$ cat src/rtl/combat_manager_pkg.sv
// Shared types and helpers for the combat manager: facing direction,
// enemy slot states, axis-aligned boxes, overlap test and clamped subtract.
package combat_pkg;

    // Box coordinates are carried wider than COORD_W+2 so that no
    // anchor-plus-extent sum can wrap for any sensible coordinate width.
    localparam int BOX_W = 16;

    typedef enum logic [1:0] {
        DIR_DOWN  = 2'd0,
        DIR_LEFT  = 2'd1,
        DIR_UP    = 2'd2,
        DIR_RIGHT = 2'd3
    } dir_t;

    typedef enum logic {
        ST_ALIVE = 1'b0,
        ST_DEAD  = 1'b1
    } enemy_state_t;

    // Inclusive box: [l, r] x [t, b]
    typedef struct packed {
        logic [BOX_W-1:0] l;
        logic [BOX_W-1:0] r;
        logic [BOX_W-1:0] t;
        logic [BOX_W-1:0] b;
    } box_t;

    // Touching edges count as overlap.
    function automatic logic boxes_overlap(input box_t a, input box_t b);
        return (a.l <= b.r) && (a.r >= b.l) && (a.t <= b.b) && (a.b >= b.t);
    endfunction

    // Subtraction clamped at zero.
    function automatic logic [BOX_W-1:0] sat_sub(input logic [BOX_W-1:0] a,
                                                 input logic [BOX_W-1:0] b);
        return (a <= b) ? '0 : (a - b);
    endfunction

endpackage

$ cat src/rtl/combat_manager_if.sv
// Bundle of the positional inputs and combat status outputs exchanged
// between the motion blocks, the combat manager and the HUD/renderer.
interface combat_manager_if #(
    parameter int ENEMY_NUM = 4,
    parameter int COORD_W   = 9,
    parameter int HP_W      = 7,
    parameter int SCORE_W   = 10
);
    logic [COORD_W-1:0]           Player_X;
    logic [COORD_W-1:0]           Player_Y;
    logic [COORD_W-1:0]           Attack_X;
    logic [COORD_W-1:0]           Attack_Y;
    logic [1:0]                   Player_Direction;
    logic                         Attack_On;
    logic [ENEMY_NUM*COORD_W-1:0] Enemy_X;
    logic [ENEMY_NUM*COORD_W-1:0] Enemy_Y;
    logic [ENEMY_NUM-1:0]         Enemy_Alive;
    logic [ENEMY_NUM*HP_W-1:0]    Enemy_Blood;
    logic [ENEMY_NUM-1:0]         Enemy_Killed;
    logic [ENEMY_NUM-1:0]         Enemy_Respawn;
    logic [HP_W-1:0]              Player_Blood;
    logic                         Player_Invuln;
    logic                         Game_Over;
    logic [SCORE_W-1:0]           Score;

    modport master (
        output Player_X, Player_Y, Attack_X, Attack_Y, Player_Direction,
               Attack_On, Enemy_X, Enemy_Y,
        input  Enemy_Alive, Enemy_Blood, Enemy_Killed, Enemy_Respawn,
               Player_Blood, Player_Invuln, Game_Over, Score
    );

    modport slave (
        input  Player_X, Player_Y, Attack_X, Attack_Y, Player_Direction,
               Attack_On, Enemy_X, Enemy_Y,
        output Enemy_Alive, Enemy_Blood, Enemy_Killed, Enemy_Respawn,
               Player_Blood, Player_Invuln, Game_Over, Score
    );
endinterface

$ cat src/rtl/combat_manager_enemy_slot.sv
// One enemy slot: health, ALIVE/DEAD state and respawn countdown.
// kill_now is the combinational death event used by the score adder so the
// score moves on the same edge that launches the registered killed pulse.
module combat_manager_enemy_slot
    import combat_pkg::*;
#(
    parameter int HP_W          = 7,
    parameter int MAX_HP        = 100,
    parameter int ATTACK_DMG    = 25,
    parameter int RESPAWN_TICKS = 80
) (
    input  logic            clk,
    input  logic            rst_n,
    input  logic            tick,
    input  logic            hit,
    input  logic            game_over,
    output logic            alive,
    output logic [HP_W-1:0] blood,
    output logic            killed,
    output logic            respawn,
    output logic            kill_now
);
    localparam int CNT_W = $clog2(RESPAWN_TICKS + 1);

    enemy_state_t     state_r, state_s;
    logic [HP_W-1:0]  blood_r, blood_s, hit_blood_s;
    logic [CNT_W-1:0] cnt_r, cnt_s;
    logic             killed_r, respawn_r, kill_s, resp_s;

    assign hit_blood_s = HP_W'(sat_sub(BOX_W'(blood_r), BOX_W'(ATTACK_DMG)));

    // Next-state: take damage while alive, count down while dead, all frozen in game over
    always_comb begin
        state_s = state_r;
        blood_s = blood_r;
        cnt_s   = cnt_r;
        kill_s  = 1'b0;
        resp_s  = 1'b0;
        if (tick && !game_over) begin
            case (state_r)
                ST_ALIVE: begin
                    if (hit) begin
                        blood_s = hit_blood_s;
                        if (hit_blood_s == '0) begin
                            state_s = ST_DEAD;
                            cnt_s   = CNT_W'(RESPAWN_TICKS);
                            kill_s  = 1'b1;
                        end else begin
                            state_s = ST_ALIVE;
                        end
                    end else begin
                        blood_s = blood_r;
                    end
                end
                ST_DEAD: begin
                    if (cnt_r <= CNT_W'(1)) begin
                        state_s = ST_ALIVE;
                        blood_s = HP_W'(MAX_HP);
                        cnt_s   = '0;
                        resp_s  = 1'b1;
                    end else begin
                        cnt_s = cnt_r - CNT_W'(1);
                    end
                end
                default: begin
                    state_s = ST_ALIVE;
                    blood_s = HP_W'(MAX_HP);
                    cnt_s   = '0;
                end
            endcase
        end else begin
            state_s = state_r;
        end
    end

    // Slot state register and one-cycle event pulses
    always_ff @(posedge clk or negedge rst_n) begin
        if (!rst_n) begin
            state_r   <= ST_ALIVE;
            blood_r   <= HP_W'(MAX_HP);
            cnt_r     <= '0;
            killed_r  <= 1'b0;
            respawn_r <= 1'b0;
        end else begin
            state_r   <= state_s;
            blood_r   <= blood_s;
            cnt_r     <= cnt_s;
            killed_r  <= kill_s;
            respawn_r <= resp_s;
        end
    end

    assign alive    = (state_r == ST_ALIVE);
    assign blood    = blood_r;
    assign killed   = killed_r;
    assign respawn  = respawn_r;
    assign kill_now = kill_s;

endmodule

$ cat src/rtl/combat_manager.sv
// Combat manager top: frame-tick synchroniser, attack and contact geometry,
// enemy slots, player health/invulnerability, sticky game over and score.
module combat_manager
    import combat_pkg::*;
#(
    parameter int ENEMY_NUM     = 4,
    parameter int COORD_W       = 9,
    parameter int HP_W          = 7,
    parameter int MAX_HP        = 100,
    parameter int ATTACK_DMG    = 25,
    parameter int CONTACT_DMG   = 10,
    parameter int ATTACK_SHORT  = 16,
    parameter int ATTACK_LONG   = 80,
    parameter int ENEMY_W       = 26,
    parameter int ENEMY_H       = 26,
    parameter int PLAYER_W      = 26,
    parameter int PLAYER_H      = 26,
    parameter int RESPAWN_TICKS = 80,
    parameter int INVULN_TICKS  = 30,
    parameter int SCORE_W       = 10
) (
    input  logic             Clk,
    input  logic             Reset_n,
    input  logic             frame_clk,
    combat_manager_if.slave  bus
);
    localparam int INV_W = $clog2(INVULN_TICKS + 1);

    logic                      sync1_r, sync2_r, delay_r, tick_s;
    box_t                      abox_s, pbox_s;
    logic [ENEMY_NUM-1:0]      hit_s, contact_s, alive_s, kill_now_s, killed_s, respawn_s;
    logic [ENEMY_NUM*HP_W-1:0] eblood_s;
    logic [HP_W-1:0]           php_r, php_hit_s;
    logic [INV_W-1:0]          inv_r;
    logic                      game_over_r, contact_now_s;
    logic [SCORE_W-1:0]        score_r, score_next_s;
    logic [SCORE_W:0]          kill_cnt_s, score_sum_s;

    // Bring frame_clk into the Clk domain and keep one delayed copy for edge detect
    always_ff @(posedge Clk or negedge Reset_n) begin
        if (!Reset_n) begin
            sync1_r <= 1'b0;
            sync2_r <= 1'b0;
            delay_r <= 1'b0;
        end else begin
            sync1_r <= frame_clk;
            sync2_r <= sync1_r;
            delay_r <= sync2_r;
        end
    end

    assign tick_s = sync2_r & ~delay_r;

    // Attack box from the anchor and facing; extents are inclusive and clamp at 0
    always_comb begin
        abox_s.l = BOX_W'(bus.Attack_X);
        abox_s.r = BOX_W'(bus.Attack_X) + BOX_W'(ATTACK_SHORT);
        abox_s.t = BOX_W'(bus.Attack_Y);
        abox_s.b = BOX_W'(bus.Attack_Y) + BOX_W'(ATTACK_LONG);
        case (dir_t'(bus.Player_Direction))
            DIR_DOWN: begin
                abox_s.b = BOX_W'(bus.Attack_Y) + BOX_W'(ATTACK_LONG);
            end
            DIR_LEFT: begin
                abox_s.l = sat_sub(BOX_W'(bus.Attack_X), BOX_W'(ATTACK_LONG));
                abox_s.r = BOX_W'(bus.Attack_X);
                abox_s.b = BOX_W'(bus.Attack_Y) + BOX_W'(ATTACK_SHORT);
            end
            DIR_UP: begin
                abox_s.t = sat_sub(BOX_W'(bus.Attack_Y), BOX_W'(ATTACK_LONG));
                abox_s.b = BOX_W'(bus.Attack_Y);
            end
            DIR_RIGHT: begin
                abox_s.r = BOX_W'(bus.Attack_X) + BOX_W'(ATTACK_LONG);
                abox_s.b = BOX_W'(bus.Attack_Y) + BOX_W'(ATTACK_SHORT);
            end
            default: begin
                abox_s.r = BOX_W'(bus.Attack_X) + BOX_W'(ATTACK_SHORT);
            end
        endcase
    end

    // Player box spans top-left to top-left plus width/height, same convention as the attack box
    always_comb begin
        pbox_s.l = BOX_W'(bus.Player_X);
        pbox_s.r = BOX_W'(bus.Player_X) + BOX_W'(PLAYER_W);
        pbox_s.t = BOX_W'(bus.Player_Y);
        pbox_s.b = BOX_W'(bus.Player_Y) + BOX_W'(PLAYER_H);
    end

    for (genvar i = 0; i < ENEMY_NUM; i++) begin : g_enemy
        box_t ebox_s;

        // Enemy box for this slot
        always_comb begin
            ebox_s.l = BOX_W'(bus.Enemy_X[i*COORD_W +: COORD_W]);
            ebox_s.r = BOX_W'(bus.Enemy_X[i*COORD_W +: COORD_W]) + BOX_W'(ENEMY_W);
            ebox_s.t = BOX_W'(bus.Enemy_Y[i*COORD_W +: COORD_W]);
            ebox_s.b = BOX_W'(bus.Enemy_Y[i*COORD_W +: COORD_W]) + BOX_W'(ENEMY_H);
        end

        // Contact uses pre-tick alive, so a slot killed this tick still hurts the player
        assign hit_s[i]     = bus.Attack_On & boxes_overlap(abox_s, ebox_s);
        assign contact_s[i] = alive_s[i] & boxes_overlap(pbox_s, ebox_s);

        combat_manager_enemy_slot #(
            .HP_W          (HP_W),
            .MAX_HP        (MAX_HP),
            .ATTACK_DMG    (ATTACK_DMG),
            .RESPAWN_TICKS (RESPAWN_TICKS)
        ) u_slot (
            .clk       (Clk),
            .rst_n     (Reset_n),
            .tick      (tick_s),
            .hit       (hit_s[i]),
            .game_over (game_over_r),
            .alive     (alive_s[i]),
            .blood     (eblood_s[i*HP_W +: HP_W]),
            .killed    (killed_s[i]),
            .respawn   (respawn_s[i]),
            .kill_now  (kill_now_s[i])
        );
    end

    assign php_hit_s     = HP_W'(sat_sub(BOX_W'(php_r), BOX_W'(CONTACT_DMG)));
    assign contact_now_s = tick_s & ~game_over_r & (inv_r == '0) & (|contact_s);

    // Player health, invulnerability window and sticky game over
    always_ff @(posedge Clk or negedge Reset_n) begin
        if (!Reset_n) begin
            php_r       <= HP_W'(MAX_HP);
            inv_r       <= '0;
            game_over_r <= 1'b0;
        end else begin
            if (contact_now_s) begin
                php_r       <= php_hit_s;
                inv_r       <= INV_W'(INVULN_TICKS);
                game_over_r <= game_over_r | (php_hit_s == '0);
            end else if (tick_s && (inv_r != '0)) begin
                inv_r <= inv_r - INV_W'(1);
            end
        end
    end

    // Kills this edge, added to the score with saturation
    always_comb begin
        kill_cnt_s = '0;
        for (int i = 0; i < ENEMY_NUM; i++) begin
            kill_cnt_s = kill_cnt_s + {{SCORE_W{1'b0}}, kill_now_s[i]};
        end
        score_sum_s = {1'b0, score_r} + kill_cnt_s;
        if (score_sum_s[SCORE_W]) begin
            score_next_s = {SCORE_W{1'b1}};
        end else begin
            score_next_s = score_sum_s[SCORE_W-1:0];
        end
    end

    // Score register
    always_ff @(posedge Clk or negedge Reset_n) begin
        if (!Reset_n) begin
            score_r <= '0;
        end else begin
            score_r <= score_next_s;
        end
    end

    assign bus.Enemy_Alive   = alive_s;
    assign bus.Enemy_Blood   = eblood_s;
    assign bus.Enemy_Killed  = killed_s;
    assign bus.Enemy_Respawn = respawn_s;
    assign bus.Player_Blood  = php_r;
    assign bus.Player_Invuln = (inv_r != '0);
    assign bus.Game_Over     = game_over_r;
    assign bus.Score         = score_r;

endmodule

$ cat src/flat_wrapper.sv
// flat-port wrapper written by rule: the top's interface ports become plain ports
module combat_manager_flat import combat_pkg::*;
#(
    parameter int ENEMY_NUM     = 4,
    parameter int COORD_W       = 9,
    parameter int HP_W          = 7,
    parameter int MAX_HP        = 100,
    parameter int ATTACK_DMG    = 25,
    parameter int CONTACT_DMG   = 10,
    parameter int ATTACK_SHORT  = 16,
    parameter int ATTACK_LONG   = 80,
    parameter int ENEMY_W       = 26,
    parameter int ENEMY_H       = 26,
    parameter int PLAYER_W      = 26,
    parameter int PLAYER_H      = 26,
    parameter int RESPAWN_TICKS = 80,
    parameter int INVULN_TICKS  = 30,
    parameter int SCORE_W       = 10
)
  (Clk, Reset_n, frame_clk, bus_Player_X, bus_Player_Y, bus_Attack_X, bus_Attack_Y, bus_Player_Direction, bus_Attack_On, bus_Enemy_X, bus_Enemy_Y, bus_Enemy_Alive, bus_Enemy_Blood, bus_Enemy_Killed, bus_Enemy_Respawn, bus_Player_Blood, bus_Player_Invuln, bus_Game_Over, bus_Score);
  combat_manager_if #(.ENEMY_NUM(ENEMY_NUM), .COORD_W(COORD_W), .HP_W(HP_W), .SCORE_W(SCORE_W)) bus_i ();
  input  logic Clk;
  input  logic Reset_n;
  input  logic frame_clk;
  input wire logic [$bits(bus_i.Player_X)-1:0] bus_Player_X;
  input wire logic [$bits(bus_i.Player_Y)-1:0] bus_Player_Y;
  input wire logic [$bits(bus_i.Attack_X)-1:0] bus_Attack_X;
  input wire logic [$bits(bus_i.Attack_Y)-1:0] bus_Attack_Y;
  input wire logic [$bits(bus_i.Player_Direction)-1:0] bus_Player_Direction;
  input wire logic [$bits(bus_i.Attack_On)-1:0] bus_Attack_On;
  input wire logic [$bits(bus_i.Enemy_X)-1:0] bus_Enemy_X;
  input wire logic [$bits(bus_i.Enemy_Y)-1:0] bus_Enemy_Y;
  output wire logic [$bits(bus_i.Enemy_Alive)-1:0] bus_Enemy_Alive;
  output wire logic [$bits(bus_i.Enemy_Blood)-1:0] bus_Enemy_Blood;
  output wire logic [$bits(bus_i.Enemy_Killed)-1:0] bus_Enemy_Killed;
  output wire logic [$bits(bus_i.Enemy_Respawn)-1:0] bus_Enemy_Respawn;
  output wire logic [$bits(bus_i.Player_Blood)-1:0] bus_Player_Blood;
  output wire logic [$bits(bus_i.Player_Invuln)-1:0] bus_Player_Invuln;
  output wire logic [$bits(bus_i.Game_Over)-1:0] bus_Game_Over;
  output wire logic [$bits(bus_i.Score)-1:0] bus_Score;
  assign bus_i.Player_X = bus_Player_X;
  assign bus_i.Player_Y = bus_Player_Y;
  assign bus_i.Attack_X = bus_Attack_X;
  assign bus_i.Attack_Y = bus_Attack_Y;
  assign bus_i.Player_Direction = bus_Player_Direction;
  assign bus_i.Attack_On = bus_Attack_On;
  assign bus_i.Enemy_X = bus_Enemy_X;
  assign bus_i.Enemy_Y = bus_Enemy_Y;
  assign bus_Enemy_Alive = bus_i.Enemy_Alive;
  assign bus_Enemy_Blood = bus_i.Enemy_Blood;
  assign bus_Enemy_Killed = bus_i.Enemy_Killed;
  assign bus_Enemy_Respawn = bus_i.Enemy_Respawn;
  assign bus_Player_Blood = bus_i.Player_Blood;
  assign bus_Player_Invuln = bus_i.Player_Invuln;
  assign bus_Game_Over = bus_i.Game_Over;
  assign bus_Score = bus_i.Score;
  combat_manager #(.ENEMY_NUM(ENEMY_NUM), .COORD_W(COORD_W), .HP_W(HP_W), .MAX_HP(MAX_HP), .ATTACK_DMG(ATTACK_DMG), .CONTACT_DMG(CONTACT_DMG), .ATTACK_SHORT(ATTACK_SHORT), .ATTACK_LONG(ATTACK_LONG), .ENEMY_W(ENEMY_W), .ENEMY_H(ENEMY_H), .PLAYER_W(PLAYER_W), .PLAYER_H(PLAYER_H), .RESPAWN_TICKS(RESPAWN_TICKS), .INVULN_TICKS(INVULN_TICKS), .SCORE_W(SCORE_W)) u_core (.Clk(Clk), .Reset_n(Reset_n), .frame_clk(frame_clk), .bus(bus_i));
endmodule
$ cat config.mk
export PLATFORM = sky130hd
export DESIGN_NAME = combat_manager_flat
export DESIGN_NICKNAME = d
export VERILOG_FILES = /design/src/rtl/combat_manager_pkg.sv /design/src/rtl/combat_manager_if.sv /design/src/rtl/combat_manager_enemy_slot.sv /design/src/rtl/combat_manager.sv /design/src/flat_wrapper.sv
export SDC_FILE = /design/constraint.sdc
export NUM_CORES = 1
export LEC_CHECK = 0
export CORE_MARGIN = 2
export CORE_UTILIZATION = 45
export DETAILED_ROUTE_END_ITERATION = 16
export DONT_BUFFER_PORTS = 1
export GPL_TIMING_DRIVEN = 0
export SYNTH_ARGS = -nofsm -noshare
export SYNTH_HDL_FRONTEND = slang
export SYNTH_SLANG_ARGS = --single-unit
$ cat constraint.sdc
create_clock -name Clk -period 6.7 [get_ports Clk]
set_clock_uncertainty 0.1 [all_clocks]
set_input_delay 0.67 -clock Clk [delete_from_list [all_inputs] [get_ports Clk]]
set_output_delay 0.67 -clock Clk [all_outputs]
set_load 0.1 [all_outputs]
==> impl_metrics.json, run 1 <==
{
  "clockBufferDepth": 2,
  "met2_length_um": 19200,
  "antenna_found_initial": 0,
  "syn_area_sq_um": 13800,
  "crit_type": "primary input to flop",
  "async_flop_share": 1.00,
  "drive_gt1_frac": 0.0566,
  "finalCritPeriodShare": 0.932,
  "grt_max_degree": 80,
  "fin_util": 0.484,
  "dpl.hpwl_um": 34000,
  "vias_per_cell": 6.00,
  "path_buf_inv": 5,
  "relSlewSlack": 0.270,
  "grt_util_all_layers": 0.265,
  "crit_arrival_ps": 6420,
  "drv_cap": 0,
  "pre_cts_slack_ps": -1070,
  "slowest_delay_ps": 470,
  "clock_latency_ps": 350,
  "ys_ff_latch": 94,
  "clkTransAtPathRegs_ps": 70,
  "drc": 0,
  "netlist.area_leader.share": 0.298,
  "synth_edf_count": 0,
  "die_area_sq_um": 32100,
  "rsz0062_at_grt": "false",
  "path_max_fanout": 7,
  "final.setup.worst_slack_ps": 456,
  "syn-instance-count": 1661,
  "io-pin-count": 173,
  "first_iter_violations": 856,
  "min_period_ps": 6240,
  "fmax_ghz": 0.160,
  "yosysMostFrequentCell": "ha_1",
  "cts-root-buf": "clkbuf_16",
  "crit_path_frequent_cell": "inv_1",
  "ys_seq_area_frac": 0.172,
  "core_sq_um": 30400,
  "port-buffer-count": 0,
  "routed_wl_um": 42200,
  "post_dp_cell_area_sq_um": 14300,
  "drtPass1Iterations": 5,
  "vias": 12500,
  "end_kind": "flop",
  "wl_per_cell_um": 20.3,
  "timing.setup.tns_ps": 0,
  "regArea_sq_um": 2370,
  "irDropWorstVdd_mv": 0.117,
  "cts_tree": "built",
  "final_cell_area_sq_um": 14700,
  "synth_top_cell_by_area": "ha_1",
  "synth_top_flop_cell": "dfrtp_1",
  "grt_pass1_vias": 12100,
  "powerDensity_nw_per_um2": 131,
  "hold_viol_final": 0,
  "multi_input_area_sq_um": 10800,
  "die_h_um": 179,
  "yosys_warnings": 0,
  "worst_slew_pin_slew_ps": 1090,
  "required_ps": 6870,
  "outcome": "finished clean",
  "cts_buffers": 9,
  "met3_length_um": 3360,
  "leakagePower_nw": 7.06,
  "synth_common_cells": "ha_1, inv_1, nor2_1",
  "syn_area_per_cell_sq_um": 8.32,
  "dr.max_layer_used": "met4",
  "synth.area.top_cells": "ha_1, dfrtp_1, xnor2_1",
  "critPathTopFamily": "simple AND/OR/NAND/NOR gates",
  "grt_pass1_wl_um": 65900,
  "fin_total_pwr_mw": 1.93,
  "final_antenna_net_count": 0,
  "cts-htree-levels": 3,
  "synth.distinct_cells": 84,
  "m1WireLength_um": 18800,
  "start_util": 0.454,
  "min_path_type": "primary input to async pin",
  "overflow": 0,
  "gp_congestion": 0.924,
  "maxSlewViolCount": 0,
  "syn-num-nets": 2106,
  "fillers": 2942,
  "clkSinkCount": 94,
  "num_antenna_cells": 0,
  "area_growth_pct": 6.56,
  "critPathSlowestCell": "nor4_4",
  "setup.worst_path.start_class": "primary input",
  "setup_viol": 0,
  "chipWidth_um": 179,
  "fin_nets": 2119,
  "num_rows": 64
}
==> cell usage in the layout (no fill, tap or decap), drive strengths merged, types with 23 or more instances in the layout <==
| cell type | count |
|---|---|
| a21o | 52 |
| nand4 | 47 |
| a31oi | 23 |
| ha | 329 |
| nand2b | 30 |
| o21a | 23 |
| xnor2 | 67 |
| nor2 | 105 |
| inv | 148 |
| nand3 | 52 |
| nand2 | 103 |
| o21ai | 83 |
| a21oi | 104 |
| nor2b | 34 |
| nor3 | 61 |
| a211oi | 23 |
| dfrtp | 79 |
==> kinds of logic (layout without fill, tap and decap cells) <==
group                      after synthesis  count (layout)  synth area share
AOI/OAI and AO/OA                      436             436             0.210
xor gates and xnor gates                81              81            0.0514
adders and majority gates              331             331             0.301
buffers and inverters                  172             190            0.0504
DFF                                     94              94             0.172
muxes                                   15              15            0.0117
and+or+nand+nor                        532             532             0.205
==> layer usage <==
layer	GRT usage	vias to the layer above
li1	-	6215
met1	0.351	5811
met2	0.442	390
met3	0.0583	43
met4	0.0514	0
met5	0	-
==> where the power goes <==
| group | total, mW | switching (mW) | internal [mW] |
|---|---|---|---|
| clock | 0.527 | 0.234 | 0.293 |
| sequential | 0.595 | 0.0115 | 0.584 |
| combinational | 0.808 | 0.475 | 0.333 |
==> registers in the layout, indices dropped and copies added (netlist names) <==
signal                         count
u_core.bus.Game_Over               1
u_core.bus.Player_Blood            7
u_core.bus.Score                  10
u_core.delay_r                     1
u_core.g_enemy.u_slot.blood       28
u_core.g_enemy.u_slot.cnt_r       28
u_core.g_enemy.u_slot.killed       4
u_core.g_enemy.u_slot.respawn      4
u_core.g_enemy.u_slot.state_r      4
u_core.inv_r                       5
u_core.sync1_r                     1
u_core.sync2_r                     1
==> timing repair <==
| item | in CTS | in global routing |
|---|---|---|
| gates resized for setup | 6 | 13 |
| hold endpoints to repair | 79 | 0 |
| setup buffers | 0 | 1 |
| hold buffers | 1 | 0 |
| endpoints found under the setup margin | 10 | 10 |
==> path summary, 6_finish.rpt <==
kind                                                     endpoint  slack [ps]                  from  cells after the start
worst min-delay path            u_core.g_enemy[1].u_slot.blood[2]          60               Reset_n                      0
worst max register to register                u_core.bus.Score[0]        1290  u_core.bus.Game_Over                     17
worst min register to register                     u_core.sync2_r         250        u_core.sync1_r                      0
max in group asynchronous       u_core.g_enemy[2].u_slot.cnt_r[5]        6040               Reset_n                      1
min in group Clk                                   u_core.sync1_r         250             frame_clk                      0
worst max-delay path                          u_core.bus.Score[0]         460       bus_Attack_Y[5]                     28
==> cell type report <==
class | count | share of cell area
plain buffers | 25 | 0.00977
clock buffers | 10 | 0.0156
clock inverters | 6 | 0.00467
inverters | 147 | 0.0375
multi-input cells | 1395 | 0.735
flip-flops and latches | 94 | 0.161
well taps | 396 | 0.0337
repair buffers | 2 | 0.00238
==> through the flow <==
step	cells	hold slack, ps
5_1_grt	2075	43.3
6_report	2075	63.4
3_3_place_gp	2057	243
2_1_floorplan	1661	231
3_5_place_dp	2057	240
4_1_cts	2074	48.0
==> worst register-to-register path: stages, from the launching register on <==
cell and delay, ps:
dfrtp_1 750, nor2_1 850, nand3_4 270, nor4_4 550, nand3_2 250, nor2_2 250, ha_1 270, inv_1 60
fa_1 400, inv_1 70, ha_1 160, inv_1 60, fa_1 400, inv_1 70, a21oi_1 100, nor2_1 250
nand3_1 300, nand2b_1 190
(Power assumes the default switching activity.)
==> run 2, diff against run 1 <==
--- a/config.mk
+++ b/config.mk
@@ -7,6 +7,7 @@
 export LEC_CHECK = 0
 export CORE_MARGIN = 2
 export CORE_UTILIZATION = 45
+export CTS_CLUSTER_SIZE = 25
 export DETAILED_ROUTE_END_ITERATION = 16
 export DONT_BUFFER_PORTS = 1
 export GPL_TIMING_DRIVEN = 0
==> results of run 2 <==
The final DEF is identical to that of run 1; final timing and power are the same.
==> run 3, diff against run 2 <==
--- a/config.mk
+++ b/config.mk
@@ -5,6 +5,7 @@
 export SDC_FILE = /design/constraint.sdc
 export NUM_CORES = 1
 export LEC_CHECK = 0
+export ABC_AREA = 1
 export CORE_MARGIN = 2
 export CORE_UTILIZATION = 45
 export CTS_CLUSTER_SIZE = 25
==> run 3 against run 2 <==
Against the previous run: design area is 6.0% higher; largest cell class unchanged; non-clock buffer count is 5 lower; via count is 11% higher; largest power group unchanged; clock power is 5.7% lower.
==> impl_metrics.json, run 3 <==
{
  "slowest_delay_ps": 890,
  "syn_area_sq_um": 14700,
  "p_int_mw": 1.17,
  "synth_top_cell_by_area": "ha_1",
  "core_sq_um": 32400,
  "netlist.area_leader.share": 0.279,
  "vias": 13800,
  "area_growth_pct": 5.89,
  "clockPowerShare": 0.256,
  "drc": 0,
  "switching_share": 0.397,
  "powerDensity_nw_per_um2": 124,
  "crit_arrival_ps": 6430,
  "synth_top_flop_cell": "dfrtp_1",
  "grt_pass1_vias": 13000,
  "num_rows": 66,
  "dpl.hpwl_um": 35200,
  "comb_power_share": 0.437,
  "drv_cap": 0,
  "pre_cts_slack_ps": -52.0,
  "cts_buffers": 9,
  "grt_pass1_wl_um": 66900,
  "syn-num-nets": 2669,
  "fin_util": 0.482,
  "wl_per_cell_um": 16.0,
  "layout_common_cells": "nand2_1, inv_1, ha_1",
  "die_area_sq_um": 34200,
  "final_cells": 2683,
  "path_max_fanout": 8,
  "clkTransAtPathRegs_ps": 70,
  "multi_input_area_sq_um": 10900,
  "worst_slew_pin_slew_ps": 1340,
  "rsz0062_at_grt": "false",
  "p_seq_frac": 0.306,
  "async_flop_share": 1.00,
  "maxSlewViolCount": 0,
  "chipWidth_um": 185,
  "syn_area_per_cell_sq_um": 6.63,
  "hold_viol_final": 0,
  "overflow": 0,
  "outcome": "finished clean",
  "post_dp_cell_area_sq_um": 15300,
  "fmax_ghz": 0.160,
  "synth.area.top_cells": "ha_1, nand2_1, dfrtp_1",
  "yosys_warnings": 0,
  "num_antenna_cells": 0,
  "synth_common_cells": "nand2_1, inv_1, ha_1",
  "syn-instance-count": 2224,
  "die_h_um": 185,
  "switchingPower_mw": 0.770,
  "gp_congestion": 0.930,
  "synth.distinct_cells": 45,
  "final.setup.worst_slack_ps": 448,
  "relSlewSlack": 0.107,
  "cts-root-buf": "clkbuf_16",
  "critPathSlowestCell": "o21ai_0",
  "fillers": 3339,
  "vias_per_cell": 5.14,
  "antenna_found_initial": 0,
  "grt_max_degree": 80,
  "min_path_type": "primary input to async pin",
  "cts-htree-levels": 3,
  "first_iter_violations": 706,
  "ys_ff_latch": 94,
  "final_common_cell": "nand2_1",
  "whs_ps": 63.2,
  "final_cell_area_sq_um": 15600,
  "fin_nets": 2681,
  "required_ps": 6880,
  "ys_seq_area_frac": 0.161,
  "placedCellCount": 2666,
  "synth_edf_count": 0,
  "clkSinkCount": 94,
  "crit_type": "primary input to flop",
  "crit_path_frequent_cell": "inv_1",
  "finalCritPeriodShare": 0.933,
  "clock_latency_ps": 350,
  "yosysMostFrequentCell": "nand2_1",
  "routed_wl_um": 42900,
  "grt_util_all_layers": 0.250,
  "leakagePower_nw": 8.99,
  "start_util": 0.455,
  "io-pin-count": 173,
  "setup_viol": 0,
  "drtPass1Iterations": 5,
  "clockBufferDepth": 2,
  "port-buffer-count": 0,
  "setup.worst_path.start_class": "primary input",
  "irDropWorstVdd_mv": 0.137,
  "min_period_ps": 6250,
  "end_kind": "flop",
  "drive_gt1_frac": 0.0469,
  "cts_tree": "built",
  "regArea_sq_um": 2370,
  "final_antenna_net_count": 0
}
==> run 3: changes by cell type in the layout (fill, tap and decap cells not counted), sizes merged, moves of 52 or more <==
cell,change
xor2,+56
inv,+204
nand2,+574
nand3,+74
nor2,+99
xnor2,-52
==> run 3: worst max-delay path: cells and delay by family <==
kind            cells  cell delay (ps)
compound gates      2             1020
fa+ha+maj           6             1910
buf+inv             7              580
simple gates       16             2190
==> run 3: logic make-up (layout without fill, tap and decap cells) <==
logic type	after synthesis	in the layout	share of synthesized area
AOI/OAI and AO/OA	235	235	0.0873
xor gates and xnor gates	85	85	0.0505
adders and majority gates	331	331	0.282
buffers and inverters	375	392	0.0999
DFF	94	94	0.161
and+or+nand+nor	1104	1104	0.319
==> run 3: repair_timing <==
item,CTS,global route
setup endpoints to repair,0,1
gates resized for setup,0,1
hold endpoints to repair,79,0
hold buffers,1,0
setup buffers,0,0
==> run 3: metrics by stage <==
step / setup TNS, ps / power (mW)
after global routing: 0 / 2.12
after detailed placement: -52.0 / 1.43
after floorplan: 0 / 1.22
after CTS: 0 / 1.95
after global placement: 0 / 1.40
final: 0 / 1.94
==> run 3: final timing paths <==
check	start	to	slack, ps	cells after the start
worst max-delay path	bus_Attack_Y[5]	u_core.bus.Score[8]	450	31
worst min-delay path	Reset_n	u_core.g_enemy[1].u_slot.blood[2]	60	0
worst max register to register	u_core.bus.Game_Over	u_core.bus.Score[8]	1050	22
worst min register to register	u_core.sync1_r	u_core.sync2_r	250	0
max in group asynchronous	Reset_n	u_core.g_enemy[2].u_slot.blood[4]	6000	1
min in group Clk	u_core.sync1_r	u_core.sync2_r	250	0
==> run 3: power groups by stage <==
stage	Combinational (mW)	Clock [mW]	Sequential [mW]
global route	0.984	0.540	0.596
detailed placement	0.825	0	0.604
finish	0.847	0.497	0.594
CTS	0.842	0.515	0.594
global placement	0.794	0	0.604
floorplan	0.618	0	0.602
==> run 3: per-layer routing <==
| layer | track usage | vias up | wire, um | part of all wire |
|---|---|---|---|---|
| li1 | - | 7181 | - | - |
| met1 | 0.323 | 6208 | 19000 | 0.44 |
| met2 | 0.421 | 358 | 19800 | 0.46 |
| met3 | 0.0604 | 54 | 3230 | 0.075 |
| met4 | 0.0581 | 0 | 905 | 0.021 |
| met5 | 0 | - | 0 | 0 |
==> run 3: final cells by class <==
cell class	instances	area share
Multi-Input combinational cell	1755	0.698
Tap cell	442	0.0354
Inverter	354	0.0851
Buffer	21	0.00922
Clock buffer	12	0.0164
Sequential cell	94	0.152
Clock inverter	4	0.00200
Timing Repair Buffer	1	0.00176
